**src/rtl/ddr_arbiter.sv**
```systemverilog
// ddr_arbiter
//   Two-requester round-robin arbiter in front of a single burst-oriented DDR
//   controller port. One burst owns the DDR port at a time; arbitration only
//   happens between bursts.
//
// Ports
//   clock, reset             : single clock, synchronous active-high reset
//   inN_rd / inN_wr          : read-burst / write-beat request (N = 0, 1)
//   inN_addr, inN_burstLength: burst start address and beat count (0 means 1)
//   inN_mask, inN_din        : byte enables and write data of the current beat
//   inN_waitReq              : stall back to requester N
//   inN_valid, inN_dout      : read beat returned to requester N
//   inN_burstDone            : one-cycle pulse on the final beat of N's burst
//   io_ddr_*                 : command/data toward and from the DDR controller
module ddr_arbiter #(
  parameter int ADDR_WIDTH = 32,
  parameter int DATA_WIDTH = 64
) (
  input  logic                    clock,
  input  logic                    reset,
  input  logic                    in0_rd,
  input  logic                    in0_wr,
  input  logic [ADDR_WIDTH-1:0]   in0_addr,
  input  logic [7:0]              in0_burstLength,
  input  logic [DATA_WIDTH/8-1:0] in0_mask,
  input  logic [DATA_WIDTH-1:0]   in0_din,
  output logic                    in0_waitReq,
  output logic                    in0_valid,
  output logic [DATA_WIDTH-1:0]   in0_dout,
  output logic                    in0_burstDone,
  input  logic                    in1_rd,
  input  logic                    in1_wr,
  input  logic [ADDR_WIDTH-1:0]   in1_addr,
  input  logic [7:0]              in1_burstLength,
  input  logic [DATA_WIDTH/8-1:0] in1_mask,
  input  logic [DATA_WIDTH-1:0]   in1_din,
  output logic                    in1_waitReq,
  output logic                    in1_valid,
  output logic [DATA_WIDTH-1:0]   in1_dout,
  output logic                    in1_burstDone,
  output logic                    io_ddr_rd,
  output logic                    io_ddr_wr,
  output logic [ADDR_WIDTH-1:0]   io_ddr_addr,
  output logic [7:0]              io_ddr_burstLength,
  output logic [DATA_WIDTH/8-1:0] io_ddr_mask,
  output logic [DATA_WIDTH-1:0]   io_ddr_din,
  input  logic                    io_ddr_waitReq,
  input  logic                    io_ddr_valid,
  input  logic [DATA_WIDTH-1:0]   io_ddr_dout
);

  localparam logic [1:0] IDLE      = 2'd0;
  localparam logic [1:0] READ      = 2'd1;
  localparam logic [1:0] READ_DATA = 2'd2;
  localparam logic [1:0] WRITE     = 2'd3;

  logic [1:0] state_q, state_d;
  logic       gnt_q, gnt_d;    // requester owning the current burst
  logic       last_q, last_d;  // requester granted most recently
  logic [7:0] cnt_q, cnt_d;    // beats completed in the current burst
  logic [7:0] len_q, len_d;    // beats expected in the current burst

  logic       req0, req1, win, win_rd;
  logic [7:0] win_len;
  logic       g_rd, g_wr;
  logic       cmd_phase, beat, last_beat, fwd;

  // Granted-port view used while a burst is in progress.
  assign g_rd = gnt_q ? in1_rd : in0_rd;
  assign g_wr = gnt_q ? in1_wr : in0_wr;

  // Round-robin: on a tie the requester that was not granted last wins.
  // last_q resets to 1 so in0 wins the first tie after reset.
  assign req0    = in0_rd | in0_wr;
  assign req1    = in1_rd | in1_wr;
  assign win     = (req0 & req1) ? ~last_q : req1;
  assign win_rd  = win ? in1_rd : in0_rd;
  assign win_len = win ? in1_burstLength : in0_burstLength;

  assign cmd_phase = (state_q == READ) || (state_q == WRITE);

  // A beat is a returned read word, or a write word the DDR side accepted.
  assign beat      = ((state_q == READ_DATA) && io_ddr_valid) ||
                     ((state_q == WRITE) && g_wr && !io_ddr_waitReq);
  assign last_beat = beat && ((cnt_q + 8'd1) == len_q);
  assign fwd       = (state_q == READ_DATA) && io_ddr_valid;

  always_comb begin
    state_d = state_q;
    gnt_d   = gnt_q;
    last_d  = last_q;
    cnt_d   = cnt_q;
    len_d   = len_q;
    case (state_q)
      IDLE: begin
        if (req0 || req1) begin
          gnt_d   = win;
          last_d  = win;
          cnt_d   = 8'd0;
          // Length is captured at grant; the requester holds it stable
          // until its command is accepted, so this equals the accepted value.
          len_d   = (win_len == 8'd0) ? 8'd1 : win_len;
          state_d = win_rd ? READ : WRITE;
        end
      end
      READ: begin
        if (g_rd && !io_ddr_waitReq) begin
          cnt_d   = 8'd0;
          state_d = READ_DATA;
        end
      end
      default: begin
        if (beat) begin
          cnt_d = cnt_q + 8'd1;
          if (last_beat) state_d = IDLE;
        end
      end
    endcase
  end

  always_ff @(posedge clock) begin
    if (reset) begin
      state_q <= IDLE;
      gnt_q   <= 1'b0;
      last_q  <= 1'b1;
      cnt_q   <= 8'd0;
      len_q   <= 8'd1;
    end else begin
      state_q <= state_d;
      gnt_q   <= gnt_d;
      last_q  <= last_d;
      cnt_q   <= cnt_d;
      len_q   <= len_d;
    end
  end

  // Command side mirrors the owner; rd/wr strobes only in their command state.
  assign io_ddr_rd          = (state_q == READ) && g_rd;
  assign io_ddr_wr          = (state_q == WRITE) && g_wr;
  assign io_ddr_addr        = gnt_q ? in1_addr        : in0_addr;
  assign io_ddr_burstLength = gnt_q ? in1_burstLength : in0_burstLength;
  assign io_ddr_mask        = gnt_q ? in1_mask        : in0_mask;
  assign io_ddr_din         = gnt_q ? in1_din         : in0_din;

  // Only the owner in a command state sees the DDR stall; everyone else waits.
  assign in0_waitReq = !(cmd_phase && !gnt_q && !io_ddr_waitReq);
  assign in1_waitReq = !(cmd_phase &&  gnt_q && !io_ddr_waitReq);

  assign in0_valid     = fwd && !gnt_q;
  assign in1_valid     = fwd &&  gnt_q;
  assign in0_dout      = io_ddr_dout;
  assign in1_dout      = io_ddr_dout;
  assign in0_burstDone = last_beat && !gnt_q;
  assign in1_burstDone = last_beat &&  gnt_q;

endmodule

```
**config.mk**
```make
export PLATFORM = sky130hd
export DESIGN_NAME = ddr_arbiter
export DESIGN_NICKNAME = d
export VERILOG_FILES = /design/src/rtl/ddr_arbiter.sv
export SDC_FILE = /design/constraint.sdc
export NUM_CORES = 1
export LEC_CHECK = 0
export BUFFER_PORTS_ARGS = -buffer_cell sky130_fd_sc_hd__buf_4
export CORE_AREA = 2 2 210 212
export DETAILED_ROUTE_END_ITERATION = 7
export DIE_AREA = 0 0 212 214
export PLACE_DENSITY_LB_ADDON = 0.1
export SLEW_MARGIN = 20
export SYNTH_ARGS = -nofsm -noshare
export SYNTH_HDL_FRONTEND = slang
export SYNTH_SLANG_ARGS = --single-unit
```
**constraint.sdc**
```tcl
create_clock -name clock -period 2.7 [get_ports clock]
set_input_delay 0.135 -clock clock [delete_from_list [all_inputs] [get_ports clock]]
set_output_delay 0.135 -clock clock [all_outputs]
set_load 0.05 [all_outputs]
```
# Word-level counts from Yosys, hierarchy flattened
# Cells that the tools add are included.
# W data, S select, Z words.
[totals]
out_inout_bits = 248
elab_cells = 64
inputBits = 296
ff_bits = 20
[classes]
n_mux = 20
eq_ne = 6
bitwise_logic = 4
addsub = 1
reduce_logical = 28
[ops]
columns = ["op", "n"]
rows = [
  ["$mux W64", 1],
  ["$mux W8", 7],
  ["$mux W32", 1],
  ["$pmux W8 S2", 1],
  ["$logic_and A1 B1 Y1", 14],
  ["$mux W2", 5],
  ["$add A8 B1 Y8 const B", 1],
  ["$eq A8 B8 Y1", 1],
  ["$logic_not A8 Y1", 1],
  ["$reduce_bool A3 Y1", 2],
  ["$eq A2 B2 Y1 const B", 2],
  ["$logic_not A1 Y1", 4],
  ["$mux W1", 4],
  ["$ne A2 B2 Y1 const B", 2],
  ["$pmux W2 S2", 1],
  ["$reduce_and A4 Y1", 1],
  ["$logic_or A1 B1 Y1", 3],
  ["$reduce_and A3 Y1", 1],
  ["$eq A2 B1 Y1 const B", 1],
  ["$logic_not A2 Y1", 1],
  ["$or A1 B1 Y1", 2],
  ["$reduce_and A2 Y1", 1],
  ["$and A1 B1 Y1", 1],
  ["$not A1 Y1", 1],
]

# Longest topological paths before layout
[logic_depth]
word_depth = 8
mapped_depth = 6
ltp_nobuf = 6

# Worst setup path before layout
# Ideal clock, no wire load.
[synth_path]
path_type = "flip-flop to output port"
startpoint = "register cnt_q[0]"
endpoint = "output port in1_burstDone"
path_slack_ns = -0.154
path_buffers = 0
path_stages_with_launch = 7
arrival_time_ns = 2.719
required_time_ns = 2.565
cell_sequence = "dfxtp_1 -> ha_1 -> and2_1 -> o21ai_0 -> a21oi_1 -> or4b_1 -> nor3b_1"
[synth_between]
elab_chain_cells = 4
[synth_lines]
columns = ["element", "line_no", "rtl"]
rows = [
  ["start: declaration", "60", "logic [7:0] cnt_q, cnt_d;"],
  ["start signal: assignment", "132", "cnt_q <= cnt_d;"],
  ["$add A8 B1 Y8", "85", "assign last_beat = beat && ((cnt_q + 8'd1) == len_q);"],
  ["$eq A8 B8 Y1", "85", ""],
  ["$logic_and A1 B1 Y1", "85", ""],
  ["$logic_and A1 B1 Y1", "154", "assign in1_burstDone = last_beat && gnt_q;"],
  ["end: declaration", "40", "output logic in1_burstDone,"],
]
# No other way between the ends.

# Final worst setup path
# Same ends and word-level chain as after synthesis.

==> run summary <==
The run finished with clean final reports. Clock tree synthesis inserted a total of 3 buffers. The tools report the via total after detailed routing as 3753.

The count of boundary I/O pins is 544. The critical path in this run is classified as reg2out. For the worst setup path, the data arrival time is 2.42 ns. The logs give 0.146 ns for the final worst setup slack and 0.372 ns for the worst slack at placement. The clock period could shrink to 2.55 ns. Number of distinct standard cells referenced by the synthesized netlist: 40. The quantity of I/O buffers inserted on ports came out at 351. The total count of hold-check failures in the final report is 0, and the core area is 42900 um^2. For this block, the initial DRC count from the detailed router was 94.

Counting every sink on the clock net gives 20. For the pin with the worst max-slew slack, the measured transition is 0.951 ns. The first global-routing pass estimated 33500 um of wire. Clock transition at the register clock pins on the worst setup and hold paths after CTS: 0.06 ns. Sum of overflow across all layers after global routing: 0.

Tracing the worst setup path back leads to its startpoint at cnt_q[0]. The width of the die came out at 212 um. The share of Yosys cell area claimed by the top area cell type works out to 35.3%.

The post-route DRC violation count is 0, and the final core utilization is 14.2%. The tools report the buffer cell driving the clock tree root as sky130_fd_sc_hd__clkbuf_16. On the final layout, the worst clock skew is 0.00597 ns. Each instance of the synthesized netlist takes up on average 8.60 um^2. 0 antenna diodes ended up in the layout. Relative to the synthesized area, the layout overhead comes to 68.9%. The final layout contains routed wiring with a total length of 24900 um. After routing, the total negative slack on setup checks comes to 0 ns.

The clock insertion delay at the later pin of the skew report is 0.26 ns, and the post-CTS setup repair buffer count is 0. For the portion of the post-synthesis area used by sequential elements, the log shows 11.1%. The detailed-route vias per instance was 3.09. Sorting the synthesized cells by area gives the leading types as sky130_fd_sc_hd__mux2_2, sky130_fd_sc_hd__buf_4, sky130_fd_sc_hd__dfxtp_1.

Measured along the y axis, the die boundary spans 214 um. For the post-synthesis instance area, the log shows 3600 um^2. The number of nets still failing antenna checks after routing was 0; the worst-case vdd ir drop was 0.162 mV. The number of nets produced by synthesis is 716.

The fraction of registers with async set or reset after synthesis works out to 0%. The first detailed-routing pass ran for 4 iterations. The die covers 45400 um^2. After synthesis, the most frequently instantiated cells are sky130_fd_sc_hd__buf_4, sky130_fd_sc_hd__mux2_2, sky130_fd_sc_hd__dfxtp_1, sky130_fd_sc_hd__clkbuf_1, sky130_fd_sc_hd__nor2_1. The final setup violation count is 0.

The top flip-flop cell by instance count after synthesis was sky130_fd_sc_hd__dfxtp_1. The part of the cycle the worst path needs is 94.6%, and the power per cell area is 486 nW/um^2. In this run the critical register-to-register path is launched from state_q[0]. The HPWL after detailed placement is 22500 um. The share of post-route cells with drive strength above 1 is 76.3%.

Clock tree buffer depth: 2. The worst setup path is launched from a flip-flop. Counting flops and latches in the post-synthesis netlist gives 20.

Hold timing on the final database bottoms out at a slack of 0.230 ns. The initial core utilization was 8.40%; the placed standard-cell area was 5990 um^2. The total number of yosys warnings is 0, and the headroom to the max-slew limit is 36.2%. Synthesis produced 419 cells. The tools report the kind of capture point of the worst setup path as an output pin. The leakage power came out at 2.66 nW.

The final net count was 928. TritonCTS built the clock tree. STA puts the critical path data required time at 2.57 ns.

Cell area after layout: 6090 um^2. The reported max-cap violation count is 0. Across every metal layer, demand over resource in global routing totals 10.5%. In this run, post-CTS hold repair placed 0 buffers. The count of flip-flops with a built-in enable after synthesis was 0.

Routability-driven placement finished with a final weighted congestion of 0.718. Along the worst path, the maximum fanout reaches 7. The most common cell in the synthesized netlist is sky130_fd_sc_hd__buf_4.

The maximum operating frequency is 392 MHz. Setup repair after global routing left no endpoint under its margin. Post-synthesis cell type with the largest combined area: sky130_fd_sc_hd__mux2_2. Dividing the detail-routed wire length by the instance count gives 20.5 um. The initial antenna violation count came out at 1.

The deepest level of the CTS H-tree was 1. Path category of the worst min-delay check: in2reg. The worst hold path startpoint is reset.

Post-CTS repair changed the size of 0 cells. The run gives 4148 as the via count of the first global-routing pass. The maximum number of pins on one net before global-route repair came out at 78.

The tools report the number of rows in the core area as 76. The run gives 0 as the max-slew violation count.
[layout make-up]
| type | count | area (um^2) |
|---|---|---|
| fill | 4969 | 36800 |
| timing repair buffer | 357 | 2690 |
| multi-input combinational | 246 | 2160 |
| tap | 585 | 732 |
| sequential | 20 | 404 |
| clock buffer | 4 | 88.8 |
| inverter | 3 | 11.3 |
[logic make-up after synthesis]
| family | after synthesis | synth area share, % |
|---|---|---|
| muxes | 122 | 37.8 |
| AOI/OAI and AO/OA | 41 | 7.57 |
| DFF | 20 | 11.1 |
| xor gates and xnor gates | 11 | 2.67 |
| buffers and inverters | 153 | 29.4 |
| and+or+nand+nor | 71 | 11.1 |
| adders and majority gates | 1 | 0.347 |
[cells in the final DEF (no fill, tap or decap), types with 2 or more instances in the layout]
cell and instances:
sky130_fd_sc_hd__buf_4 356, sky130_fd_sc_hd__mux2_2 113, sky130_fd_sc_hd__dfxtp_1 19, sky130_fd_sc_hd__nor2_1 13, sky130_fd_sc_hd__a21oi_1 11, sky130_fd_sc_hd__mux2i_1 9, sky130_fd_sc_hd__a211oi_1 9, sky130_fd_sc_hd__nand3_1 8
sky130_fd_sc_hd__nand2_1 7, sky130_fd_sc_hd__xor2_1 6, sky130_fd_sc_hd__o21ai_0 6, sky130_fd_sc_hd__nand2b_1 5, sky130_fd_sc_hd__nor3_1 5, sky130_fd_sc_hd__and2_1 5, sky130_fd_sc_hd__xnor2_1 5, sky130_fd_sc_hd__a211o_1 4
sky130_fd_sc_hd__nor4_1 4, sky130_fd_sc_hd__or3_1 4, sky130_fd_sc_hd__inv_1 3, sky130_fd_sc_hd__nand4_1 3, sky130_fd_sc_hd__a31oi_1 3, sky130_fd_sc_hd__nand3b_1 3, sky130_fd_sc_hd__or4_1 3, sky130_fd_sc_hd__clkbuf_16 3
sky130_fd_sc_hd__nor2b_1 2, sky130_fd_sc_hd__and3b_1 2, sky130_fd_sc_hd__a31o_2 2
[registers in the layout, indices dropped and copies added, names as in the netlist]
name,count
len_q,8
gnt_q,1
last_q,1
cnt_q,8
state_q,2
[metal layers]
metal  GRT usage [%]  vias to the layer above  wire length, um
met1            11.7                     1706             9360
met4           0.516                        0               31
met5               0                        -                0
li1                -                     1779                -
met3            4.09                        2             2270
met2            19.5                      266            13300
[stage by stage]
| step | power (mW) | instances |
|---|---|---|
| after detailed placement | 2.67 | 1211 |
| after global routing | 3.11 | 1215 |
| after floorplan | 2.26 | 419 |
| after CTS | 3.04 | 1215 |
| final | 2.95 | 1215 |
| after global placement | 2.68 | 1211 |
[final timing paths]
kind	end	slack (ns)	cells after the start
setup / recovery	in1_burstDone	0.15	7
hold / removal	gnt_q	0.23	2
setup reg to reg	cnt_q[3]	0.69	5
hold reg to reg	len_q[7]	0.51	2
[worst max-delay path, stage by stage (launching register included)]
cell,delay (ns)
sky130_fd_sc_hd__dfxtp_1,0.45
sky130_fd_sc_hd__ha_2,0.30
sky130_fd_sc_hd__nand3_1,0.13
sky130_fd_sc_hd__o21ai_0,0.18
sky130_fd_sc_hd__nand4_1,0.14
sky130_fd_sc_hd__or4b_1,0.56
sky130_fd_sc_hd__nor3b_2,0.18
sky130_fd_sc_hd__buf_4,0.22
[power by group]
part           internal, mW  leakage, nW  switching (mW)
clock network         0.226       0.0442           0.121
logic                 0.837         2.45            1.37
registers             0.338        0.165          0.0614
(Power assumes the default switching activity.)
